$ cat config.mk
export PLATFORM = sky130hd
export DESIGN_NAME = ntt_ctrl
export DESIGN_NICKNAME = d
export VERILOG_FILES = /design/src/rtl/ntt_pkg.sv /design/src/rtl/ntt_addr_gen.sv /design/src/rtl/ntt_ctrl.sv
export SDC_FILE = /design/constraint.sdc
export NUM_CORES = 1
export LEC_CHECK = 0
export BUFFER_PORTS_ARGS = -buffer_cell sky130_fd_sc_hd__buf_2
export CAP_MARGIN = 25
export CORE_MARGIN = 2
export CORE_UTILIZATION = 30
export CTS_BUF_LIST = sky130_fd_sc_hd__clkbuf_8
export DETAILED_ROUTE_END_ITERATION = 7
export HOLD_SLACK_MARGIN = 0.05
export PLACE_DENSITY = 0.53
export SLEW_MARGIN = 20
export SYNTH_ARGS = -nofsm -noshare
export SYNTH_HDL_FRONTEND = slang
export SYNTH_HIERARCHICAL = 1
export SYNTH_SLANG_ARGS = --single-unit
export TNS_END_PERCENT = 20
$ cat constraint.sdc
create_clock -name i_clk -period 4.9 [get_ports i_clk]
set_input_delay 0.98 -clock i_clk [delete_from_list [all_inputs] [get_ports i_clk]]
set_output_delay 0.98 -clock i_clk [all_outputs]
set_load 0.01 [all_outputs]
$ cat src/rtl/ntt_pkg.sv
// ntt_pkg -- shared constants and types for the Kyber NTT sequencer.
//   KYBER_N / KYBER_Q : polynomial size and modulus
//   NTT_LAYERS        : butterfly layers in one transform (log2(N)-1)
//   BFU_LAT           : default butterfly-unit pipeline depth
//   ntt_state_t       : sequencer FSM states
//   coef_addr_t       : coefficient RAM address (8 bits)
//   tw_addr_t         : twiddle ROM index (7 bits)
package ntt_pkg;
  localparam int KYBER_N    = 256;
  localparam int KYBER_Q    = 3329;
  localparam int NTT_LAYERS = 7;
  localparam int BFU_LAT    = 4;

  typedef enum logic [1:0] {
    ST_IDLE  = 2'd0,
    ST_ISSUE = 2'd1,
    ST_DRAIN = 2'd2,
    ST_DONE  = 2'd3
  } ntt_state_t;

  typedef logic [7:0] coef_addr_t;
  typedef logic [6:0] tw_addr_t;
endpackage

$ cat src/rtl/ntt_addr_gen.sv
// ntt_addr_gen -- combinational butterfly address / twiddle generator.
// Ports:
//   i_layer   : layer 0..6
//   i_idx     : butterfly index within the layer, 0..127
//   i_intt    : 0 = forward NTT, 1 = inverse NTT
//   o_addr_a  : coefficient address of operand a
//   o_addr_b  : coefficient address of operand b (a + len)
//   o_tw_addr : twiddle ROM index
// The span len is always a power of two, so every divide/modulo below is a
// shift or a mask; lg = log2(len) is 1..7.
import ntt_pkg::*;

module ntt_addr_gen (
  input  logic [2:0] i_layer,
  input  logic [6:0] i_idx,
  input  logic       i_intt,
  output coef_addr_t o_addr_a,
  output coef_addr_t o_addr_b,
  output tw_addr_t   o_tw_addr
);

  logic [2:0] w_lg;
  logic [7:0] w_len;
  logic [6:0] w_mask;
  logic [6:0] w_g;
  logic [6:0] w_o;
  logic [7:0] w_base;
  logic [6:0] w_tw_ntt;
  logic [6:0] w_tw_intt;

  // NTT spans shrink 128..2, INTT spans grow 2..128.
  assign w_lg   = i_intt ? (i_layer + 3'd1) : (3'd7 - i_layer);
  assign w_len  = 8'd1 << w_lg;
  assign w_mask = w_len[6:0] - 7'd1;
  assign w_g    = i_idx >> w_lg;
  assign w_o    = i_idx & w_mask;
  // Group base is 2*len*g; for lg=7 the group index is always 0.
  assign w_base = {1'b0, w_g} << ({1'b0, w_lg} + 4'd1);

  assign o_addr_a = w_base | {1'b0, w_o};
  assign o_addr_b = o_addr_a + w_len;

  // 128/len == 64 >> (lg-1);  256/len - 1 == 127 >> (lg-1).
  assign w_tw_ntt  = (7'd64 >> (w_lg - 3'd1)) + w_g;
  assign w_tw_intt = (7'h7F >> (w_lg - 3'd1)) - w_g;
  assign o_tw_addr = i_intt ? w_tw_intt : w_tw_ntt;

endmodule

$ cat src/rtl/ntt_ctrl.sv
// ntt_ctrl -- sequences one 256-point Kyber NTT / INTT through a single BFU.
// Optional build macro: NTT_CTRL_PERF_EN adds a 16-bit busy-cycle counter.
// Ports:
//   i_clk, i_rst_n          : clock, asynchronous active-low reset
//   i_start, i_intt         : start request and mode (sampled in IDLE)
//   o_busy, o_done          : run in progress / one-cycle completion pulse
//   o_bfu_intt              : BFU mode, latched at start
//   o_rd_en, o_rd_addr_a/b  : coefficient RAM read strobe and addresses
//   o_tw_addr               : twiddle ROM index
//   o_wr_en, o_wr_addr_a/b  : write-back strobe and addresses (read delayed D)
//   o_cycle_cnt             : busy-cycle count (NTT_CTRL_PERF_EN only)
// All outputs are registered; the address generator is fed with next-state
// values so the read address is aligned with o_rd_en.
import ntt_pkg::*;

module ntt_ctrl #(
  parameter int RD_LAT  = 1,
  parameter int BFU_LAT = ntt_pkg::BFU_LAT
) (
  input  logic       i_clk,
  input  logic       i_rst_n,
  input  logic       i_start,
  input  logic       i_intt,
  output logic       o_busy,
  output logic       o_done,
  output logic       o_bfu_intt,
  output logic       o_rd_en,
  output logic [7:0] o_rd_addr_a,
  output logic [7:0] o_rd_addr_b,
  output logic [6:0] o_tw_addr,
  output logic       o_wr_en,
  output logic [7:0] o_wr_addr_a,
  output logic [7:0] o_wr_addr_b
`ifdef NTT_CTRL_PERF_EN
  ,
  output logic [15:0] o_cycle_cnt
`endif
);

  localparam int D = RD_LAT + BFU_LAT;
  localparam int DW = (D > 1) ? $clog2(D) : 1;
  localparam logic [DW-1:0] DRAIN_LAST = DW'(D - 1);
  localparam logic [2:0] LAST_LAYER = 3'(NTT_LAYERS - 1);
  localparam logic [6:0] LAST_IDX = 7'(KYBER_N / 2 - 1);

  ntt_state_t r_state, w_state_nxt;
  logic [2:0]    r_layer, w_layer_nxt;
  logic [6:0]    r_idx, w_idx_nxt;
  logic [DW-1:0] r_drain, w_drain_nxt;
  logic          r_intt, w_intt_nxt;

  coef_addr_t w_gen_a, w_gen_b;
  tw_addr_t   w_gen_tw;

  logic       r_rd_en, r_busy, r_done;
  coef_addr_t r_rd_addr_a, r_rd_addr_b;
  tw_addr_t   r_tw_addr;

  logic       r_wr_en_dl [D];
  coef_addr_t r_wr_a_dl  [D];
  coef_addr_t r_wr_b_dl  [D];

  ntt_addr_gen u_addr_gen (
    .i_layer   (w_layer_nxt),
    .i_idx     (w_idx_nxt),
    .i_intt    (w_intt_nxt),
    .o_addr_a  (w_gen_a),
    .o_addr_b  (w_gen_b),
    .o_tw_addr (w_gen_tw)
  );

  // FSM state and loop counters.
  always_ff @(posedge i_clk or negedge i_rst_n) begin
    if (!i_rst_n) begin
      r_state <= ST_IDLE;
      r_layer <= 3'd0;
      r_idx   <= 7'd0;
      r_drain <= '0;
      r_intt  <= 1'b0;
    end else begin
      r_state <= w_state_nxt;
      r_layer <= w_layer_nxt;
      r_idx   <= w_idx_nxt;
      r_drain <= w_drain_nxt;
      r_intt  <= w_intt_nxt;
    end
  end

  // Next-state logic: 128 issues, D drain cycles, per layer.
  always_comb begin
    w_state_nxt = r_state;
    w_layer_nxt = r_layer;
    w_idx_nxt   = r_idx;
    w_drain_nxt = r_drain;
    w_intt_nxt  = r_intt;
    case (r_state)
      ST_IDLE: begin
        if (i_start) begin
          w_intt_nxt  = i_intt;
          w_layer_nxt = 3'd0;
          w_idx_nxt   = 7'd0;
          w_state_nxt = ST_ISSUE;
        end else begin
          w_state_nxt = ST_IDLE;
        end
      end
      ST_ISSUE: begin
        if (r_idx == LAST_IDX) begin
          w_drain_nxt = '0;
          w_state_nxt = ST_DRAIN;
        end else begin
          w_idx_nxt = r_idx + 7'd1;
        end
      end
      ST_DRAIN: begin
        if (r_drain == DRAIN_LAST) begin
          if (r_layer == LAST_LAYER) begin
            w_state_nxt = ST_DONE;
          end else begin
            w_layer_nxt = r_layer + 3'd1;
            w_idx_nxt   = 7'd0;
            w_state_nxt = ST_ISSUE;
          end
        end else begin
          w_drain_nxt = r_drain + DW'(1);
        end
      end
      ST_DONE: begin
        // A start in this cycle is deliberately dropped.
        w_state_nxt = ST_IDLE;
      end
      default: begin
        w_state_nxt = ST_IDLE;
      end
    endcase
  end

  // Registered read-side outputs; addresses hold outside ISSUE.
  always_ff @(posedge i_clk or negedge i_rst_n) begin
    if (!i_rst_n) begin
      r_rd_en     <= 1'b0;
      r_busy      <= 1'b0;
      r_done      <= 1'b0;
      r_rd_addr_a <= '0;
      r_rd_addr_b <= '0;
      r_tw_addr   <= '0;
    end else begin
      r_rd_en <= (w_state_nxt == ST_ISSUE);
      r_busy  <= (w_state_nxt == ST_ISSUE) || (w_state_nxt == ST_DRAIN);
      r_done  <= (w_state_nxt == ST_DONE);
      if (w_state_nxt == ST_ISSUE) begin
        r_rd_addr_a <= w_gen_a;
        r_rd_addr_b <= w_gen_b;
        r_tw_addr   <= w_gen_tw;
      end
    end
  end

  // Write-back delay line: read strobe/addresses delayed exactly D cycles.
  always_ff @(posedge i_clk or negedge i_rst_n) begin
    if (!i_rst_n) begin
      for (int k = 0; k < D; k++) begin
        r_wr_en_dl[k] <= 1'b0;
        r_wr_a_dl[k]  <= '0;
        r_wr_b_dl[k]  <= '0;
      end
    end else begin
      r_wr_en_dl[0] <= r_rd_en;
      r_wr_a_dl[0]  <= r_rd_addr_a;
      r_wr_b_dl[0]  <= r_rd_addr_b;
      for (int k = 1; k < D; k++) begin
        r_wr_en_dl[k] <= r_wr_en_dl[k-1];
        r_wr_a_dl[k]  <= r_wr_a_dl[k-1];
        r_wr_b_dl[k]  <= r_wr_b_dl[k-1];
      end
    end
  end

`ifdef NTT_CTRL_PERF_EN
  logic [15:0] r_cycle_cnt;

  // Busy-cycle counter; frozen once the run leaves DRAIN.
  always_ff @(posedge i_clk or negedge i_rst_n) begin
    if (!i_rst_n) begin
      r_cycle_cnt <= 16'd0;
    end else if ((r_state == ST_IDLE) && i_start) begin
      r_cycle_cnt <= 16'd0;
    end else if ((r_state == ST_ISSUE) || (r_state == ST_DRAIN)) begin
      r_cycle_cnt <= r_cycle_cnt + 16'd1;
    end
  end

  assign o_cycle_cnt = r_cycle_cnt;
`endif

  assign o_busy      = r_busy;
  assign o_done      = r_done;
  assign o_bfu_intt  = r_intt;
  assign o_rd_en     = r_rd_en;
  assign o_rd_addr_a = r_rd_addr_a;
  assign o_rd_addr_b = r_rd_addr_b;
  assign o_tw_addr   = r_tw_addr;
  assign o_wr_en     = r_wr_en_dl[D-1];
  assign o_wr_addr_a = r_wr_a_dl[D-1];
  assign o_wr_addr_b = r_wr_b_dl[D-1];

endmodule
# Yosys cells after proc, flatten, opt, wreduce, memory -nomap -nowiden
# Index checks and enable logic that the tools add are counted.
[word_totals]
in_bits = 4
out_inout_bits = 44
reg_bits = 127
wordCells = 80
[op_classes]
mux = 21
reduce_logical = 4
n_eq_ne = 11
add_sub_neg = 11
bitwise_logic = 2
n_shift = 5
[ops]
columns = ["op", "n"]
rows = [
  ["$mux W7", 5],
  ["$pmux W7 S3", 1],
  ["$mux W3", 6],
  ["$shr A7 B3 Y7 const A", 2],
  ["$pmux W3 S2", 2],
  ["$add A3 B1 Y3 const B", 3],
  ["$add A8 B8 Y8", 1],
  ["$eq A2 B2 Y1 const B", 4],
  ["$or A8 B7 Y8", 1],
  ["$pmux W2 S4", 1],
  ["$shl A1 B3 Y8 const A", 1],
  ["$shl A7 B4 Y8", 1],
  ["$add A7 B1 Y7 const B", 1],
  ["$add A7 B7 Y7", 1],
  ["$and A7 B7 Y7", 1],
  ["$eq A7 B7 Y1 const B", 1],
  ["$shr A7 B3 Y7", 1],
  ["$sub A7 B1 Y7 const B", 1],
  ["$sub A7 B7 Y7", 1],
  ["$eq A3 B3 Y1 const B", 2],
  ["$mux W2", 3],
  ["$add A3 B1 Y4 const B", 1],
  ["$eq A2 B1 Y1 const B", 2],
  ["$ne A2 B2 Y1 const B", 2],
  ["7 further kinds", 9],
]

# Longest topological paths before layout
# Gate-level depths: netlist of run 1.
[depth]
depth_word = 11
mapped_depth = 25
mapped_depth_nobuf = 23

# Cells and area by module
# The synthesis of run 1 kept the hierarchy.
[by_module_without_submodules]
columns = ["module", "n_inst", "seq_area_each_um2", "cells_per_inst", "area_each_um2"]
rows = [
  ["ntt_ctrl", 1, 3178.0, 255, 4112.7],
  ["ntt_addr_gen", 1, 0.0, 252, 1820.5],
]

# Least setup slack after synthesis of run 1
# No wires, ideal clock.
[synth_timing]
path_type = "input to register"
start = "input port i_start"
end = "register r_rd_addr_b[7] (netlist: o_rd_addr_b[7])"
stages = 19
slack_ns = -0.331
setup_ns = 0.125
path_buffers = 2
required_ns = 4.775
t_arrival_ns = 5.106
path_cell_list = "nand2_1 > nand3_1 > o21ai_0 > ha_1 > nand2b_2 > xnor2_4 > buf_4 > buf_2 > ha_1 > a21boi_1 > nand2_1 > o32ai_1 > ha_1 > a21oi_1 > o211ai_1 > o41ai_1 > xor2_1 > xnor2_1 > mux2_2"
[synth_via]
elab_chain_len = 9
elab_cells_between_ends = 20
classes_between = "5 x add/sub; 1 x eq/ne; 3 x shift; 9 x mux; 2 x bitwise"
[synth_lines]
columns = ["item", "line", "rtl"]
rows = [
  ["from (decl)", "ntt_ctrl.sv:22", "input logic i_start,"],
  ["$mux W3 *", "ntt_ctrl.sv:98", "if (i_start) begin"],
  ["$pmux W3 S2 *", "ntt_ctrl.sv:96", "case (r_state)"],
  ["named net w_layer_nxt[1]", "ntt_ctrl.sv:47", "logic [2:0] r_layer, w_layer_nxt;"],
  ["$sub A3 B3 Y3 / $add A3 B1 Y3 (equally long branches)", "ntt_addr_gen.sv:32", "assign w_lg = i_intt ? (i_layer + 3'd1) : (3'd7 - i_layer);"],
  ["$mux W3 *", "ntt_addr_gen.sv:32", ""],
  ["$shl A1 B3 Y8", "ntt_addr_gen.sv:33", "assign w_len = 8'd1 << w_lg;"],
  ["$sub A7 B1 Y7", "ntt_addr_gen.sv:34", "assign w_mask = w_len[6:0] - 7'd1;"],
  ["$and A7 B7 Y7", "ntt_addr_gen.sv:36", "assign w_o = i_idx & w_mask;"],
  ["$or A8 B7 Y8 *", "ntt_addr_gen.sv:40", "assign o_addr_a = w_base | {1'b0, w_o};"],
  ["named net w_gen_a[1]", "ntt_ctrl.sv:52", "coef_addr_t w_gen_a, w_gen_b;"],
  ["$add A8 B8 Y8 *", "ntt_addr_gen.sv:41", "assign o_addr_b = o_addr_a + w_len;"],
  ["named net w_gen_b[7]", "ntt_ctrl.sv:52", ""],
  ["to (signal assigned)", "ntt_ctrl.sv:153", "r_rd_addr_b <= w_gen_b;"],
  ["to (decl)", "ntt_ctrl.sv:56", "coef_addr_t r_rd_addr_a, r_rd_addr_b;"],
]
# The timed path passes the listed nets; every way through them passes the cells marked *.
# A chain may end at the register's enable or synchronous reset.

# Worst setup path in the final report of run 1
[layout_timing]
start = "register r_drain[0]"
end = "register r_tw_addr[6] (netlist: o_tw_addr[6])"
[layout_via]
elab_chain_len = 9
elab_cells_between_ends = 18
classes_between = "5 x add/sub; 2 x eq/ne; 3 x shift; 8 x mux"
[layout_lines]
columns = ["item", "line", "rtl"]
rows = [
  ["from (decl)", "ntt_ctrl.sv:49", "logic [DW-1:0] r_drain, w_drain_nxt;"],
  ["from (signal assigned)", "ntt_ctrl.sv:84", "r_drain <= w_drain_nxt;"],
  ["$eq A3 B3 Y1 *", "ntt_ctrl.sv:116", "if (r_drain == DRAIN_LAST) begin"],
  ["$mux W3 *", "ntt_ctrl.sv:116", ""],
  ["$pmux W3 S2 *", "ntt_ctrl.sv:96", ""],
  ["named net w_layer_nxt[0]", "ntt_ctrl.sv:47", ""],
  ["$sub A3 B3 Y3 / $add A3 B1 Y3 (equally long branches)", "ntt_addr_gen.sv:32", ""],
  ["$mux W3 *", "ntt_addr_gen.sv:32", ""],
  ["$sub A3 B1 Y3", "ntt_addr_gen.sv:44, ntt_addr_gen.sv:45", ""],
  ["$shr A7 B3 Y7, on equally long branches", "ntt_addr_gen.sv:44, ntt_addr_gen.sv:45", ""],
  ["$add A7 B7 Y7 / $sub A7 B7 Y7 (equally long branches)", "ntt_addr_gen.sv:44, ntt_addr_gen.sv:45", ""],
  ["$mux W7 *", "ntt_addr_gen.sv:46", "assign o_tw_addr = i_intt ? w_tw_intt : w_tw_ntt;"],
  ["named net w_gen_tw[6]", "ntt_ctrl.sv:53", "tw_addr_t w_gen_tw;"],
  ["to (signal assigned)", "ntt_ctrl.sv:154", "r_tw_addr <= w_gen_tw;"],
  ["to (decl)", "ntt_ctrl.sv:57", "tw_addr_t r_tw_addr;"],
]
# Marks and branches as above.

==> metrics.csv, run 1 <==
stage,metric,value,unit
critical_path,critPathRequiredTime,5.22,ns
grt,antenna_found_initial,0,
critical_path,r2r-start,r_drain[0]$_DFFE_PN0P_,
route,drc,0,
logic_synthesis,yosysTopAreaCell,dfrtp_1,
route,viasPerCell,4.58,
grt,grt_pass1_vias,4161,
grt,grt_pass1_wl,20900,µm
logic_synthesis,synth.area.top_cells,"dfrtp_1 (54%), ha_1 (7.8%), mux2_2 (5.3%), a21oi_1 (2.4%), mux2i_1 (2.2%)",
clock_tree,cts_tree,yes,
logic_synthesis,syn_nets,551,
floorplanning,start_util,30.5,%
cells_and_area,nNetsFinal,646,
placement,io_buffers,47,
flow_run,max_cap_violations,0,
cells_and_area,n_antenna_cell,0,
floorplanning,dieArea,20900,µm²
timing,setup-violations-final,0,
outcome,run_status,finished clean,
placement,dp.cells,846,
critical_path,cp.arrival,4.96,ns
critical_path,criticalPathCategory,register to register,
clock_tree,path_clk_slew,0.08,ns
clock_tree,worstSkewPairLatency,0.44,ns
route,drtIter0Drc,153,
timing,timing.slew.headroom,47.8,%
logic_synthesis,synth_top_cell_area_share,53.6,%
grt,grtUsageTotal,12.9,%
floorplanning,die_h,145,µm
placement,gp_congestion,0.866,
clock_tree,cts.path.max_buffers,2,
timing,tightest_slew,0.774,ns
critical_path,cp_max_fo,11,
grt,grt-ovfl-total,0,
cells_and_area,drive_above_1_share,31.4,%
route,antenna_left,0,
clock_tree,cts_root_buffer,clkbuf_8,
logic_synthesis,yosys_register_bits,127,
timing,setup_tns,0,ns
timing,final-max-slew-violation-count,0,
critical_path,crit_path_end_kind,register,
power,total_power,1.99,mW
floorplanning,num_rows,51,
route,vias,4027,
power,power_density,273,nW/µm²
timing,hold_slack,0.348,ns
logic_synthesis,synth.most_common_cell,dfrtp_1,
floorplanning,io_pins,48,
clock_tree,clock_sinks,127,
route,wl_per_cell,14.4,µm
power,ir_drop,0.134,mV
route,totalWireLength,12700,µm
critical_path,crit_path_max_incr_delay,0.43,ns
logic_synthesis,synth_warnings,6,
logic_synthesis,syn_inst,507,
power,power.leakage,3.33,nW
logic_synthesis,postSynthAreaPerCell,11.7,µm²
hold_path,worstHoldStart,r_wr_b_dl[34]$_DFF_PN0_,
clock_tree,htree_levels,4,
logic_synthesis,synth_async_sr_flop_share,100,%
critical_path,path_cells,inv_1 > ha_1 > nand4b_1 > nand2b_1 > nand3_1 > o21ai_2 > ha_1 > nand2b_2 > xnor2_4 > buf_12 > mux2_2 > mux2i_4 > buf_4 > ha_1 > inv_1 > fa_1 > nor2b_1 > o21a_1 > o21a_1 > o21a_1 > a211oi_2 > xor2_1 > mux2_2,
cells_and_area,fin_cells,880,
logic_synthesis,yosys_most_used_dff,dfrtp_1,
logic_synthesis,synth.distinct_cells,64,
critical_path,cp-start-kind,register,
timing,max_freq,216,MHz
cells_and_area,syn_to_final_growth,22.6,%
timing,finClkSkew,0.0158,ns
logic_synthesis,synth_edf_count,0,
critical_path,startpoint,r_drain[0]$_DFFE_PN0P_,
route,firstDrtPassIters,4,
logic_synthesis,syn_area,5930,µm²
timing,timing.final.crit_share,94.6,%
timing,final-hold-violation-count,0,
critical_path,cp_slowest_cell,fa_1,
timing,min_period,4.64,ns
floorplanning,fp.dieW,145,µm
floorplanning,coreArea,19500,µm²
hold_path,hold_class,register to register,
grt,grt_max_degree,81,
logic_synthesis,ys_top_cells_by_count,"dfrtp_1 (127), ha_1 (37), inv_1 (33)",
placement,hpwl,9170,µm
clock_tree,cts-buffers-inserted,17,
logic_synthesis,synth-seq-area-share,53.6,%
state kept, by name, indices dropped and copies added, names as in the netlist, 4 cells and up:
register     count
o_rd_addr_a      8
o_rd_addr_b      8
o_tw_addr        7
o_wr_addr_a      8
o_wr_addr_b      8
r_idx            7
r_wr_a_dl       32
r_wr_b_dl       32
r_wr_en_dl       4
layer usage:
metal | vias to the layer above | routed length [µm] | track usage, %
li1 | 1935 | - | -
met1 | 2004 | 5990 | 16.5
met2 | 71 | 6010 | 21.3
met3 | 17 | 464 | 3.21
met4 | 0 | 185 | 4.39
met5 | - | 0 | 0
cell families after synthesis:
| kind of cell | count (synthesis) | share of synthesized area, % |
|---|---|---|
| simple gates | 111 | 9.45 |
| mux | 44 | 8.52 |
| buf+inv | 67 | 5.67 |
| compound gates | 101 | 11.2 |
| fa+ha+maj | 40 | 8.81 |
| flops | 127 | 53.6 |
| xor+xnor | 17 | 2.83 |
placed cells by master (no fill, tap or decap), types with 3 or more instances in the layout:
cell and count:
a21oi_1 27, a31oi_1 6, and2_1 4, buf_2 46
buf_4 60, clkbuf_8 18, clkinvlp_4 7, dfrtp_1 127
fa_1 3, ha_1 36, inv_1 33, inv_6 3
mux2_2 28, mux2i_1 12, nand2_1 31, nand2b_1 5
nand3_1 12, nor2_1 20, nor2b_1 7, nor3_1 15
o211ai_1 3, o21a_1 5, o21ai_0 22, o21ai_1 4
o21bai_1 4, o31ai_1 4, xnor2_1 8, xor2_1 8
cell type report:
cell class / count / area (µm²)
clock inverter: 14 / 159
tap: 265 / 332
inverter: 34 / 128
multi-input combinational: 313 / 2480
timing repair buffer: 109 / 748
fill: 1927 / 12200
sequential: 127 / 3180
clock buffer: 18 / 248
power breakdown:
group	internal (mW)	switching [mW]	total (mW)
registers	1.05	0	1.05
logic	0.00442	0.0201	0.0246
clock network	0.473	0.440	0.913
repair_timing:
item	CTS	global route
gates resized for setup	0	7
endpoints found under the setup margin	0	5
hold buffers	0	0
buffers inserted	0	1
critical path: cells and delay by family, from the launching register on:
family / cells / cell delay, ns
fa+ha+maj: 4 / 0.98
simple gates: 5 / 0.88
mux: 3 / 0.84
compound gates: 5 / 0.58
buf+inv: 4 / 0.43
flops: 1 / 0.42
xor+xnor: 2 / 0.39
worst paths after layout:
kind	end	slack [ns]	cells after the start
setup / recovery	o_tw_addr[6]$_DFFE_PN0N_	0.26	23
hold / removal	r_wr_b_dl[26]$_DFF_PN0_	0.35	0
setup reg to reg	o_tw_addr[6]$_DFFE_PN0N_	0.26	23
hold reg to reg	r_wr_b_dl[26]$_DFF_PN0_	0.35	0
max in group asynchronous	r_idx[0]$_DFF_PN0_	3.81	2
min in group asynchronous	o_wr_addr_b[6]$_DFF_PN0_	0.43	1
stage by stage:
| stage | worst slack [ns] | utilization (%) | cell area [µm²] |
|---|---|---|---|
| floorplan | 0.00987 | - | 5960 |
| global placement | -0.0291 | 34.9 | 6790 |
| detailed placement | -0.105 | 34.9 | 6790 |
| CTS | 0.0615 | 37.0 | 7190 |
| global route | -0.00156 | 37.4 | 7270 |
| finish | 0.264 | 37.4 | 7270 |
(Power assumes the default switching activity.)
==> run 2: changes to the inputs <==
- SLEW_MARGIN: 20 -> unset
- SYNTH_HIERARCHICAL: 1 -> unset
==> metrics.csv, run 2 <==
stage,metric,value,unit,change
outcome,run_status,finished clean,,
clock_tree,worstSkewPairLatency,0.45,ns,about the same
grt,antenna_found_initial,0,,unchanged
timing,setup_tns,0,ns,unchanged
placement,hpwl,9470,µm,+3.3%
timing,max_freq,213,MHz,-1.1%
critical_path,criticalPathCategory,register to register,,
critical_path,cp.depth,25,,+8.7%
route,firstDrtPassIters,4,,unchanged
flow_run,max_cap_violations,0,,unchanged
power,power_density,313,nW/µm²,+15%
grt,grt_pass1_wl,20900,µm,+0.33%
logic_synthesis,yosysTopAreaCell,dfrtp_1,,
floorplanning,num_rows,51,,unchanged
route,vias,4195,,+4.2%
placement,placed_area,7130,µm²,+5.1%
critical_path,crit_path_max_incr_delay,0.41,ns,-0.02 ns
cells_and_area,design_area,7740,µm²,+6.4%
grt,grt_pass1_vias,4339,,+4.3%
critical_path,cp_max_fo,4,,-7
critical_path,r2r_end,o_rd_addr_b[7]$_DFFE_PN0P_,,
clock_tree,clock_sinks,127,,unchanged
hold_path,hold_class,register to register,,
clock_tree,cts-buffers-inserted,17,,unchanged
critical_path,cp-start-kind,register,,
placement,preCtsSetupSlack,-0.208,ns,-0.103 ns
logic_synthesis,ys_top_cells_by_count,"dfrtp_1 (127), ha_1 (37), a21oi_1 (28), nand2_1 (28), inv_1 (27)",,
power,ir_drop,0.143,mV,+6.3%
route,drtIter0Drc,180,,+18%
logic_synthesis,yosys_register_bits,127,,unchanged
cells_and_area,layout_common_cells,"dfrtp_1 (126), buf_4 (98), buf_2 (46)",,
route,viasPerCell,4.57,,about the same
route,drc,0,,unchanged
timing,rsz0062_at_grt,yes,,
floorplanning,fp.dieW,145,µm,+0.12%
logic_synthesis,synth_top_cell_area_share,53.4,%,-0.14 points
logic_synthesis,yosys_most_used_dff,dfrtp_1,,
clock_tree,htree_levels,4,,unchanged
clock_tree,cts_root_buffer,clkbuf_8,,
cells_and_area,largestRegisters,"r_wr_a_dl (32), r_wr_b_dl (32)",,
floorplanning,coreArea,19500,µm²,unchanged
cells_and_area,final_common_cell,dfrtp_1,,
placement,io_buffers,47,,unchanged
grt,grt_max_degree,57,,-30%
route,route.met2.wl,6110,µm,+1.7%
critical_path,ff2ff_setup_slack,0.21,ns,-0.05 ns
timing,tightest_slew,0.655,ns,-0.119 ns
logic_synthesis,synth.distinct_cells,70,,+9.4%
logic_synthesis,syn_area,5950,µm²,+0.25%
cells_and_area,drive_above_1_share,39.4,%,+8.0 points
critical_path,reg2reg_depth,25,,+8.7%
hold_path,min_path_cells,0,,unchanged
cells_and_area,nNetsFinal,683,,+5.7%
critical_path,critPathRequiredTime,5.26,ns,+0.04 ns
clock_tree,cts.path.max_buffers,2,,unchanged
critical_path,cp_slowest_cell,dfrtp_1,,
placement,gp_congestion,0.941,,+8.7%
timing,finClkSkew,0.0226,ns,+0.00671 ns
route,dr_wl_met3,576,µm,+24%
power,total_power,2.42,mW,+22%
placement,dp.cells,873,,+3.2%
route,top_layer,met4,,
timing,final-max-slew-violation-count,0,,unchanged
logic_synthesis,synth.most_common_cell,dfrtp_1,,
critical_path,startpoint,r_drain[1]$_DFFE_PN0P_,,
clock_tree,postCtsHoldBufs,0,,unchanged
logic_synthesis,synth_warnings,0,,-6
cells_and_area,n_antenna_cell,0,,unchanged
floorplanning,dieArea,21000,µm²,+0.25%
route,wl_met1,5670,µm,-5.4%
route,totalWireLength,12700,µm,+0.28%
power,power.leakage,3.76,nW,+13%
logic_synthesis,postSynthAreaPerCell,11.7,µm²,about the same
logic_synthesis,synth-seq-area-share,53.4,%,-0.14 points
logic_synthesis,synth_edf_count,0,,unchanged
logic_synthesis,syn_inst,508,,+0.20%
timing,min_period,4.69,ns,+0.0501 ns
route,antenna_left,0,,unchanged
floorplanning,io_pins,48,,unchanged
floorplanning,die_h,145,µm,+0.12%
cells_and_area,fin_cells,917,,+4.2%
critical_path,critPathBufInv,5,,+1
floorplanning,start_util,30.6,%,+0.077 points
critical_path,worstSetupEndpoint,o_rd_addr_b[7]$_DFFE_PN0P_,,
timing,timing.final.crit_share,95.6,%,+1.0 points
timing,setup-violations-final,0,,unchanged
critical_path,critPathTopFamily,compound AO/OA/AOI/OAI gates,,
timing,timing.slew.headroom,56.3,%,+8.5 points
grt,grtUsageTotal,12.9,%,+0.049 points
critical_path,r2r-start,r_drain[1]$_DFFE_PN0P_,,
grt,grt-ovfl-total,0,,unchanged
route,wl_per_cell,13.8,µm,-3.8%
critical_path,crit_top_cell,a21oi_2,,
clock_tree,cts_tree,yes,,
cells_and_area,syn_to_final_growth,30.1,%,
clock_tree,path_clk_slew,0.09,ns,about the same
logic_synthesis,synth_async_sr_flop_share,100,%,unchanged
logic_synthesis,syn_nets,552,,+0.18%
critical_path,cp.arrival,5.04,ns,+0.08 ns
timing,final-hold-violation-count,0,,unchanged
timing,setup_ws,0.213,ns,-0.0501 ns
logic_synthesis,synth.area.top_cells,"dfrtp_1 (53%), ha_1 (7.8%), mux2_2 (3.2%), buf_4 (2.4%), a21oi_1 (2.4%)",,
critical_path,crit_path_end_kind,register,,
==> run 2: through the flow <==
stage,hold slack [ns],util (%)
5_1_grt,0.352,39.8
2_1_floorplan,0.331,-
3_5_place_dp,0.335,36.6
6_report,0.344,39.8
3_3_place_gp,0.332,36.6
4_1_cts,0.345,38.8
==> run 2: power breakdown <==
group | total, mW | switching (mW) | internal [mW]
Clock | 0.952 | 0.471 | 0.480
Sequential | 1.17 | 0.0311 | 1.14
Combinational | 0.299 | 0.157 | 0.142
Total | 2.42 | 0.660 | 1.76
==> run 2: worst min path at each step <==
stage,startpoint,endpoint,slack [ns]
detailed placement,r_wr_b_dl[11]$_DFF_PN0_,o_wr_addr_b[3]$_DFF_PN0_,0.33
CTS,r_wr_en_dl[1]$_DFF_PN0_,o_wr_en$_DFF_PN0_,0.34
global placement,r_wr_a_dl[15]$_DFF_PN0_,o_wr_addr_a[7]$_DFF_PN0_,0.33
floorplan,r_wr_a_dl[8]$_DFF_PN0_,o_wr_addr_a[0]$_DFF_PN0_,0.33
finish,r_wr_en_dl[1]$_DFF_PN0_,o_wr_en$_DFF_PN0_,0.34
global route,r_wr_b_dl[32]$_DFF_PN0_,r_wr_b_dl[24]$_DFF_PN0_,0.35
==> run 2: layer usage <==
| layer | GRT usage [%] | vias up |
|---|---|---|
| li1 | - | 2044 |
| met3 | 4.21 | 23 |
| met4 | 6.13 | 0 |
| met1 | 15.7 | 2044 |
| met5 | 0 | - |
| met2 | 20.8 | 84 |
==> run 2: cells by family (layout without fill, tap and decap cells) <==
group / after synthesis / in the layout / synth area share (%)
flops: 127 / 127 / 53.4
compound gates: 121 / 121 / 14.8
simple gates: 111 / 112 / 10.1
buf+inv: 65 / 208 / 5.53
fa+ha+maj: 40 / 40 / 8.79
mux: 25 / 25 / 4.56
xor+xnor: 19 / 19 / 2.80
==> run 2: area by class of cell <==
class | instances | area [µm²]
Clock inverter | 15 | 191
Inverter | 32 | 138
Multi-Input combinational cell | 317 | 2700
Timing Repair Buffer | 144 | 966
Tap cell | 265 | 332
Sequential cell | 127 | 3180
Fill cell | 1887 | 11700
Clock buffer | 17 | 234
==> run 2: timing repair <==
item                       in CTS  in global routing
setup endpoints to repair       0                  3
buffers inserted                0                 11
resized for setup               0                 22
